--- src/rtl/char_scroll_display.sv ---
// Rotating-message driver: a MSG_LEN-character message of 2-bit codes scrolled
// across NUM_DISP active-low 7-segment displays, auto-rotated or manually stepped.
module char_scroll_display #(
    parameter int NUM_DISP = 3,
    parameter int MSG_LEN  = 3,
    parameter int DIV_MAX  = 50000000,
    parameter logic [MSG_LEN*2-1:0] MSG_INIT = 6'b10_01_00,
    localparam int OW = (MSG_LEN > 1) ? $clog2(MSG_LEN) : 1,
    localparam int DW = (DIV_MAX > 1) ? $clog2(DIV_MAX) : 1
) (
    input  logic                    CLOCK_50,
    input  logic                    resetn,
    input  logic [MSG_LEN*2-1:0]    msg,
    input  logic                    load,
    input  logic                    run,
    input  logic                    dir,
    input  logic                    step,
    output logic [NUM_DISP*7-1:0]   hex,
    output logic [OW-1:0]           offset,
    output logic                    tick
);

    localparam logic [DW-1:0] DIV_LAST = DW'(DIV_MAX - 1);
    localparam logic [OW-1:0] OFF_LAST = OW'(MSG_LEN - 1);

    logic [MSG_LEN*2-1:0]  msg_reg;
    logic [DW-1:0]         div_cnt;
    logic                  step_q;
    logic                  div_last;
    logic                  step_evt;
    logic                  rot_evt;
    logic [OW-1:0]         offset_next;
    logic [NUM_DISP*7-1:0] hex_next;

    // Segment bit k drives segment a+k; a zero lights the segment.
    function automatic logic [6:0] seg7(input logic [1:0] code);
        case (code)
            2'b00:   seg7 = 7'b0100001;
            2'b01:   seg7 = 7'b0000110;
            2'b10:   seg7 = 7'b1111001;
            default: seg7 = 7'b1111111;
        endcase
    endfunction

    assign div_last = (div_cnt == DIV_LAST);
    assign step_evt = step & ~step_q & ~run;
    assign rot_evt  = (run & div_last) | step_evt;

    always_comb begin
        offset_next = offset;
        if (dir == 1'b0)
            offset_next = (offset == OFF_LAST) ? '0 : offset + 1'b1;
        else
            offset_next = (offset == '0) ? OFF_LAST : offset - 1'b1;
    end

    // Display d (0 = rightmost) shows character (offset + NUM_DISP-1-d) mod MSG_LEN.
    always_comb begin
        hex_next = '1;
        for (int d = 0; d < NUM_DISP; d++) begin
            int idx;
            idx = (int'(offset) + NUM_DISP - 1 - d) % MSG_LEN;
            hex_next[7*d +: 7] = seg7(msg_reg[2*idx +: 2]);
        end
    end

    always_ff @(posedge CLOCK_50) begin
        if (!resetn) begin
            msg_reg <= MSG_INIT;
            offset  <= '0;
            div_cnt <= '0;
            tick    <= 1'b0;
            step_q  <= 1'b1;
            hex     <= '1;
            for (int d = 0; d < NUM_DISP; d++)
                hex[7*d +: 7] <= seg7(MSG_INIT[2*((NUM_DISP - 1 - d) % MSG_LEN) +: 2]);
        end else begin
            step_q <= step;
            tick   <= run & div_last;
            hex    <= hex_next;
            // A load wins over any coincident rotation event.
            if (load) begin
                msg_reg <= msg;
                offset  <= '0;
                div_cnt <= '0;
            end else begin
                if (!run)
                    div_cnt <= '0;
                else if (div_last)
                    div_cnt <= '0;
                else
                    div_cnt <= div_cnt + 1'b1;
                if (rot_evt)
                    offset <= offset_next;
            end
        end
    end

endmodule

--- config.mk ---
export PLATFORM = sky130hd
export DESIGN_NAME = char_scroll_display
export DESIGN_NICKNAME = d
export VERILOG_FILES = /design/src/rtl/char_scroll_display.sv
export SDC_FILE = /design/constraint.sdc
export NUM_CORES = 1
export LEC_CHECK = 0
export BUFFER_PORTS_ARGS = -buffer_cell sky130_fd_sc_hd__buf_2
export CAP_MARGIN = 30
export CORE_ASPECT_RATIO = 0.8
export CORE_UTILIZATION = 35
export DETAILED_ROUTE_END_ITERATION = 8
export PLACE_DENSITY = 0.63
export SETUP_SLACK_MARGIN = 0.02
export SLEW_MARGIN = 20
export SYNTH_ARGS = -nofsm -noshare
export SYNTH_HDL_FRONTEND = slang
export SYNTH_SLANG_ARGS = --single-unit
export TNS_END_PERCENT = 1
--- constraint.sdc ---
create_clock -name CLOCK_50 -period 5.6 [get_ports CLOCK_50]
set_input_delay 0.28 -clock CLOCK_50 [delete_from_list [all_inputs] [get_ports CLOCK_50]]
set_output_delay 0.28 -clock CLOCK_50 [all_outputs]
set_load 0.03 [all_outputs]
# After elaboration in Yosys (flattened, before gate mapping)
# Index checks and enable logic that the tools add are counted.
[word_totals]
register_bits = 57
input_bits = 12
output_inout_bits = 24
[op_classes]
n_addsub = 7
div_mod_pow = 3
eq_ne = 8
n_shift = 3
mux = 6
bitwise_logic = 7
reduce_logical = 6
[ops]
columns = ["op", "count"]
rows = [
  ["$mod A32 B3 Y32 const B", 3],
  ["$shiftx A6 B32 Y2", 3],
  ["$pmux W7 S3", 3],
  ["$add A26 B1 Y26 const B", 1],
  ["$eq A26 B26 Y1 const B", 1],
  ["$eq A2 B2 Y1 const B", 4],
  ["$logic_not A2 Y1", 4],
  ["$eq A2 B1 Y1 const B", 3],
  ["$mux W2", 3],
  ["$sub A4 B2 Y5 const B", 1],
  ["$sub A4 B3 Y5 const B", 1],
  ["$reduce_or A4 Y1", 1],
  ["$sub A3 B1 Y4 const B", 1],
  ["$add A2 B2 Y3 const B", 1],
  ["$and A1 B1 Y1", 3],
  ["$not A1 Y1", 3],
  ["$add A2 B1 Y2 const B", 1],
  ["$reduce_or A2 Y1", 1],
  ["$sub A2 B1 Y2 const B", 1],
  ["$or A1 B1 Y1", 1],
]

# Longest topological paths before layout
# Gate-level depths: netlist of the first run.
[depth]
ltp_word = 7
ltp_mapped = 8

# Worst setup path after synthesis of the first run
# Ideal clock, no wire load.
[synth_timing]
kind = "flip-flop to flip-flop"
start = "reg offset[1]"
end = "reg hex[12]"
t_arrival_ps = 2259
required_ps = 5478
slack_ps = 3219
stages_incl_launch_ff = 8
path_cell_list = "dfxtp_1 > inv_1 > ha_1 > clkbuf_1 > nand3b_1 > xor2_1 > o32a_1 > a311o_1"
[synth_between]
elab_chain_cells = 7
[synth_lines]
columns = ["element", "line_no", "source"]
rows = [
  ["start: declaration", "19", "output logic [OW-1:0] offset,"],
  ["start signal: assignment", "94", "offset <= offset_next;"],
  ["$add A2 B2 Y3 (*)", "62", "idx = (int'(offset) + NUM_DISP - 1 - d) % MSG_LEN;"],
  ["$sub A3 B1 Y4 (*)", "62", ""],
  ["$sub A4 B2 Y5 (*)", "62", ""],
  ["$mod A32 B3 Y32 (*)", "62", ""],
  ["$shiftx A6 B32 Y2 (*)", "63", "hex_next[7*d +: 7] = seg7(msg_reg[2*idx +: 2]);"],
  ["$eq A2 B2 Y1, or another cell as far along", "37", "case (code)"],
  ["$pmux W7 S3 (*)", "37", ""],
  ["end signal: indexed assignment", "76", "hex[7*d +: 7] <= seg7(MSG_INIT[2*((NUM_DISP - 1 - d) % MSG_LEN) +: 2]);"],
  ["end signal: assignment", "80", "hex <= hex_next;"],
  ["end: declaration", "18", "output logic [NUM_DISP*7-1:0] hex,"],
]
# Every way passes the cells marked *; elsewhere a longest branch is shown, timed or not.
# A chain may end at the register's enable or synchronous reset.

# Worst setup path in the final report of the first run
# Ends and elaborated chain as after synthesis.

==> run summary, run 1 <==
outcome = finished clean
Layout Nets = 309
Post-synth top flop = dfxtp_1
crit-path max FO = 9
CP Launch Type = register
Via density = 5.15
core area = 6410 um^2
Peak VDD IR = 0.0885 mV
initial core utilization = 36.3%
sink count of the clock tree = 45
unrepaired setup endpoints after global routing = false
Highest Clock Rate = 0.439 GHz
leakage power = 0.947 nW
gr usage total = 14.9%
Comb power frac = 8.1%
syn_area_per_cell = 8.73 um^2
Post-synth ARST share = 0%
worst setup margin = 3.32 ns
Worst path max stage delay = 0.48 ns
Sw Pwr = 153 uW
Largest register FFs = 26
Pwr Density = 248 nW/um^2
worst hold path type = primary input to register
vias in the first global route = 1684
H-tree levels = 2
worst slew pin tran = 0.839 ns
drt wl/cell = 13.1 um
first-pass GRT wire length = 8190 um
Sw Share = 23.7%
ant diodes = 0
Skew-Pair Late Insertion Delay = 0.30 ns
initial antenna violation count = 0
Yosys warning count = 0
initial DRC count = 150
Slew HR = 44.1%
setup violators final = 0
Root Driver = clkbuf_8
most common cell after layout, fill and taps aside = dfxtp_1
min cycle time layout = 2.28 ns
DR vias = 1915
max-cap violation count = 0
CTS Buf Count = 5
post-synthesis cell area = 2320 um^2
Vert. Die Dim = 74.9 um
DP Wirelength = 3500 um
register bit total from synthesis = 45
post-place instance area = 2470 um^2
DR DRC count = 0
Die X = 93.1 um
final hold vios = 0
setup TNS = 0 ns
final slew viol count = 0
crit path max-delay cell type = dfxtp_1
postcts setup bufs = 0
syn nets = 288
Req. time, crit path = 5.79 ns
GPL Wtd Cong = 0.773
worst slack, placed = 3.33 ns
gate count of the mapped netlist = 266
Setup crit end kind = register
worst path cell trace = inv_1 > ha_1 > nand3b_1 > xor2_1 > o32a_1 > a311o_1
clock power share = 40.3%
EDFF count, synth = 0
Pint = 490 uW
DR pass1 iterations = 4
Final Core Density = 40.4%
Area Growth Syn to Fin = 11.5%
share of cells above drive strength 1 = 18.1%
Port Buffers = 35
Congestion Overflow GR = 0
most frequent cells in the layout = 45 x dfxtp_1, 35 x buf_2, 23 x nor2_1, 23 x nand2_1, 16 x a21oi_1
# IOs = 36
library cells used by synthesis = 45
Final Skew = 0.00802 ns
row count = 26
Total Power = 643 uW
Filler cells = 647
final instance area = 2590 um^2
# resized after CTS = 0
CTS tree = built
R2R setup slack = 3.32 ns
largest net degree at the start of global routing = 26
sequential power share = 51.6%
Longest Clk Path Bufs = 2
WL final = 4880 um
Die ar. = 6970 um^2
clock transition at the registers of the reported paths = 0.09 ns
sequential fraction of the synthesis area = 38.8%
Hold Buf Count CTS = 0
kind of critical path = register to register
period utilisation layout = 40.6%
Detail Route Antenna Nets = 0
Worst EP arrival = 2.47 ns
synth_stat cells (2+ instances only):
library cell  instances  area [um^2]
a211oi_1              4         30.0
a21o_1                2         15.0
a21oi_1              16         80.1
and2_1                3         18.8
and3_1                4         25.0
and4_1                4         35.0
buf_2                 5         25.0
buf_4                12         90.1
clkbuf_1              4         15.0
dfxtp_1              45          901
ha_1                 10          125
inv_1                 8         30.0
mux2_2                2         22.5
mux2i_1              10          100
nand2_1              23         86.3
nand2b_1              3         18.8
nand3_1               9         45.0
nand3b_1              2         15.0
nand4_1              10         62.6
nand4_2               2         25.0
nor2_1               23         86.3
nor2b_1               2         12.5
nor3_1                4         20.0
nor4_1                3         18.8
o21ai_0               9         45.0
o31ai_1               6         45.0
or2_2                 2         12.5
or3_1                 6         37.5
or4_1                 6         45.0
xnor2_1               6         52.6
xor2_1                7         61.3
cells by family (layout without fill, tap and decap cells):
family / after synthesis / after routing / share of synthesized area (%)
compound gates: 44 / 44 / 11.8
mux: 12 / 12 / 5.28
buf+inv: 30 / 52 / 7.05
xor+xnor: 13 / 13 / 4.90
simple gates: 112 / 112 / 26.8
flops: 45 / 45 / 38.8
fa+ha+maj: 10 / 10 / 5.39
routing by layer:
| layer | vias to the layer above | part of all wire (%) | global-route usage [%] |
|---|---|---|---|
| li1 | 985 | - | - |
| met3 | 5 | 3.7 | 3.54 |
| met5 | - | 0 | 0 |
| met1 | 897 | 53 | 22.1 |
| met2 | 28 | 42 | 21.3 |
| met4 | 0 | 0.78 | 4.10 |
critical path: cells and delay by family (launching register included):
family	cells	cell delay [ns]
AO/OA/AOI/OAI	2	0.66
flip-flops	1	0.48
adder cells (fa/ha/maj)	1	0.42
AND/OR/NAND/NOR	1	0.26
XOR/XNOR	1	0.19
buffers and inverters	1	0.16
final timing paths:
check / startpoint / to / cells past startpoint
min: step / step_q / 2
min reg2reg: div_cnt[25] / div_cnt[25] / 2
max reg2reg: offset[1] / hex[12] / 6
max: offset[1] / hex[12] / 6
cell type report:
class	count	area, um^2	area share (%)
Clock buffer	7	86.3	3.33
Clock inverter	1	30.0	1.16
Inverter	9	33.8	1.30
Multi-Input combinational cell	191	1260	48.6
Sequential cell	45	901	34.8
Tap cell	84	105	4.06
Timing Repair Buffer	35	175	6.76
stage by stage:
stage | hold WS [ns] | std cells
after floorplan | 0.381 | 266
after global placement | 0.465 | 364
after detailed placement | 0.474 | 364
after CTS | 0.167 | 372
after global routing | 0.164 | 372
final | 0.169 | 372
power by group through the flow:
stage,logic (mW),registers [mW],clock network (mW)
6_report,0.0519,0.332,0.259
5_1_grt,0.0569,0.333,0.278
4_1_cts,0.0522,0.332,0.265
3_5_place_dp,0.0519,0.339,0
3_3_place_gp,0.0518,0.339,0
2_1_floorplan,0.0353,0.346,0
Note: power is estimated with default switching activity, not from simulation.
==> inputs of run 2 (changes only) <==
Settings changed: ABC_AREA from default to 1, PLACE_DENSITY 0.63 to 0.64.
Clock period 5.6 ns to 2.05 ns, I/O delays scaled along.
==> run 2 against run 1 <==
  * Hold slack worse by 0.15 ns
  * Total power increased to 2.6 times the previous value
  * Non-clock buffer count up 8
  * Maximum frequency rose by 21%
  * First-iteration DRC count shrank 56%
  * Die area rose by 5.1%
  * Cell count rose by 23%
  * Clock skew decreased by 0.0021 ns
  * Synthesized cell count up 27%
  * Via count rose by 11%
==> run summary, run 2 <==
outcome = finished clean
post-synthesis cell area = 2440 um^2 (+5.2%)
area leader, netlist = dfxtp_1
max-cap violation count = 0 (unchanged)
Final Core Density = 42.9% (+2.5 points)
sequential fraction of the synthesis area = 36.8% (-1.9 points)
drt wl/cell = 11.2 um (-15%)
most common cell after layout, fill and taps aside = nand2_1
first-pass GRT wire length = 8490 um (+3.7%)
Root Driver = clkbuf_8
setup TNS = 0 ns (unchanged)
Worst Reg-to-Reg Cells = 13 (+7)
count leader, synth = nand2_1
period utilisation layout = 91.8% (+51 points)
Slew HR = 71.9% (+28 points)
register bit total from synthesis = 45 (unchanged)
Final Skew = 0.00594 ns (-0.00208 ns)
Post-synth top flop = dfxtp_1
crit-path max FO = 4 (-5)
CTS Buf Count = 5 (unchanged)
Post-synth ARST share = 0% (unchanged)
top-area cell type share of the netlist area = 36.8% (-1.9 points)
most frequent cells in the layout = 59 x nand2_1, 47 x inv_1, 42 x dfxtp_1
Total Power = 1.65 mW (+160%)
vias in the first global route = 1883 (+12%)
core area = 6570 um^2 (+2.5%)
Peak VDD IR = 0.231 mV (+160%)
DR pass1 iterations = 4 (unchanged)
synth cell count leaders = 59 x nand2_1, 48 x inv_1, 45 x dfxtp_1
Pwr Density = 584 nW/um^2 (+140%)
Yosys warning count = 0 (unchanged)
Detail Route Antenna Nets = 0 (unchanged)
DP Wirelength = 3950 um (+13%)
syn nets = 361 (+25%)
post-place instance area = 2640 um^2 (+6.7%)
CTS tree = built
WHS Endpoint = msg_reg[2]
clock transition at the registers of the reported paths = 0.09 ns (about the same)
share of cells above drive strength 1 = 23.6% (+5.5 points)
leakage power = 1.13 nW (+19%)
r2r endpoint = div_cnt[16]
library cells used by synthesis = 32 (-29%)
gate count of the mapped netlist = 339 (+27%)
DR vias = 2133 (+11%)
gr usage total = 14.8% (-0.11 points)
Die X = 95.4 um (+2.5%)
WL final = 5110 um (+4.6%)
Die ar. = 7330 um^2 (+5.1%)
worst slew pin tran = 0.419 ns (-0.420 ns)
setup violators final = 0 (unchanged)
Via density = 4.67 (-9.3%)
Longest Clk Path Bufs = 2 (unchanged)
reg2reg start = div_cnt[0]
Layout Nets = 394 (+28%)
Vert. Die Dim = 76.8 um (+2.5%)
unrepaired setup endpoints after global routing = true
Area Growth Syn to Fin = 15.4%
Skew-Pair Late Insertion Delay = 0.30 ns (about the same)
Highest Clock Rate = 0.531 GHz (+21%)
initial DRC count = 66 (-56%)
CP Launch Type = register
min-delay src = msg[2]
initial core utilization = 37.2% (+0.95 points)
Setup crit end kind = register
worst slack, placed = 0.0929 ns (-3.24 ns)
initial antenna violation count = 0 (unchanged)
final hold vios = 0 (unchanged)
Worst EP arrival = 2.08 ns (-0.39 ns)
ant diodes = 0 (unchanged)
final slew viol count = 0 (unchanged)
H-tree levels = 2 (unchanged)
# IOs = 36 (unchanged)
syn_area_per_cell = 7.21 um^2 (-17%)
top post-synthesis cells by area = dfxtp_1 37%, nand2_1 9.1%, inv_1 7.4%
row count = 26 (unchanged)
final instance area = 2820 um^2 (+8.9%)
min cycle time layout = 1.88 ns (-0.393 ns)
Congestion Overflow GR = 0 (unchanged)
Port Buffers = 35 (unchanged)
DR DRC count = 0 (unchanged)
worst setup margin = 0.167 ns (-3.16 ns)
R2R setup slack = 0.17 ns (-3.16 ns)
Req. time, crit path = 2.25 ns (-3.54 ns)
largest net degree at the start of global routing = 16 (-38%)
GPL Wtd Cong = 0.838 (+8.4%)
Largest register FFs = 26 (unchanged)
kind of critical path = register to register
worst hold path type = primary input to register
sink count of the clock tree = 45 (unchanged)
EDFF count, synth = 0 (unchanged)
Hold Crit Depth = 3 (+1)
==> run 2: cell types whose count changed after synthesis, sizes merged, moves of 10 or more <==
| cell | change |
|---|---|
| nor2 | +18 |
| mux2i | -10 |
| nand2 | +42 |
| o21ai | +15 |
| inv | +46 |
==> run 2: worst max path at each step <==
| stage | slack [ns] | to | start |
|---|---|---|---|
| 2_1_floorplan | 0.04 | hex[12] | offset[1] |
| 3_3_place_gp | 0.13 | div_cnt[17] | div_cnt[0] |
| 3_5_place_dp | 0.09 | div_cnt[10] | div_cnt[0] |
| 4_1_cts | 0.08 | div_cnt[10] | div_cnt[0] |
| 5_1_grt | -0.008 | div_cnt[16] | div_cnt[0] |
| 6_report | 0.17 | div_cnt[16] | div_cnt[0] |
==> run 2: per-layer routing <==
metal	share of wire, %	routed length [um]	track usage, %	up-vias
met5	0	0	0	-
met4	1.3	68	5.37	0
met3	5.6	284	2.98	4
met2	40	2020	21.1	50
met1	53	2730	21.6	945
li1	-	-	-	1134
==> run 2: repair_timing <==
action / in CTS / in global routing
setup endpoints to repair: 0 / 14
gates resized for setup: 0 / 15
hold buffers: 1 / 0
buffers inserted: 0 / 3
hold endpoints to repair: 1 / 0
==> run 2: cell families (layout without fill, tap and decap cells) <==
group / count (synthesis) / after routing / share of synthesized area (%)
compound gates: 54 / 54 / 12.0
flops: 45 / 45 / 36.8
simple gates: 150 / 150 / 29.9
fa+ha+maj: 10 / 10 / 5.12
buf+inv: 72 / 106 / 13.2
xor+xnor: 8 / 8 / 2.87
==> run 2: layout make-up <==
class / count / area [um^2]
timing repair buffer: 43 / 238
multi-input combinational: 222 / 1270
fill: 685 / 3750
tap: 84 / 105
inverter: 55 / 211
clock inverter: 3 / 21.3
clock buffer: 5 / 68.8
sequential: 45 / 907
==> run 2: metrics by stage <==
stage	hold WS (ns)	instances
3_5_place_dp	0.322	445
4_1_cts	0.0109	454
6_report	0.0183	457
3_3_place_gp	0.329	445
5_1_grt	0.0128	457
2_1_floorplan	0.199	339
==> run 2: critical path: stages, from the launching register on <==
cell	delay, ns
dfxtp_2	0.34
ha_1	0.17
nand2_2	0.08
nor2_4	0.12
nand2_2	0.08
nor2_4	0.11
nand3_4	0.10
nor2_4	0.18
nand2_2	0.10
nor2_4	0.11
inv_2	0.07
nor2_2	0.10
xor2_1	0.15
nor2_1	0.05
==> run 2: where the power goes <==
group | internal [mW] | total (mW) | switching, mW | leakage [nW]
clock | 0.242 | 0.563 | 0.321 | 0.0445
combinational | 0.0535 | 0.176 | 0.122 | 0.715
sequential | 0.895 | 0.907 | 0.0121 | 0.368
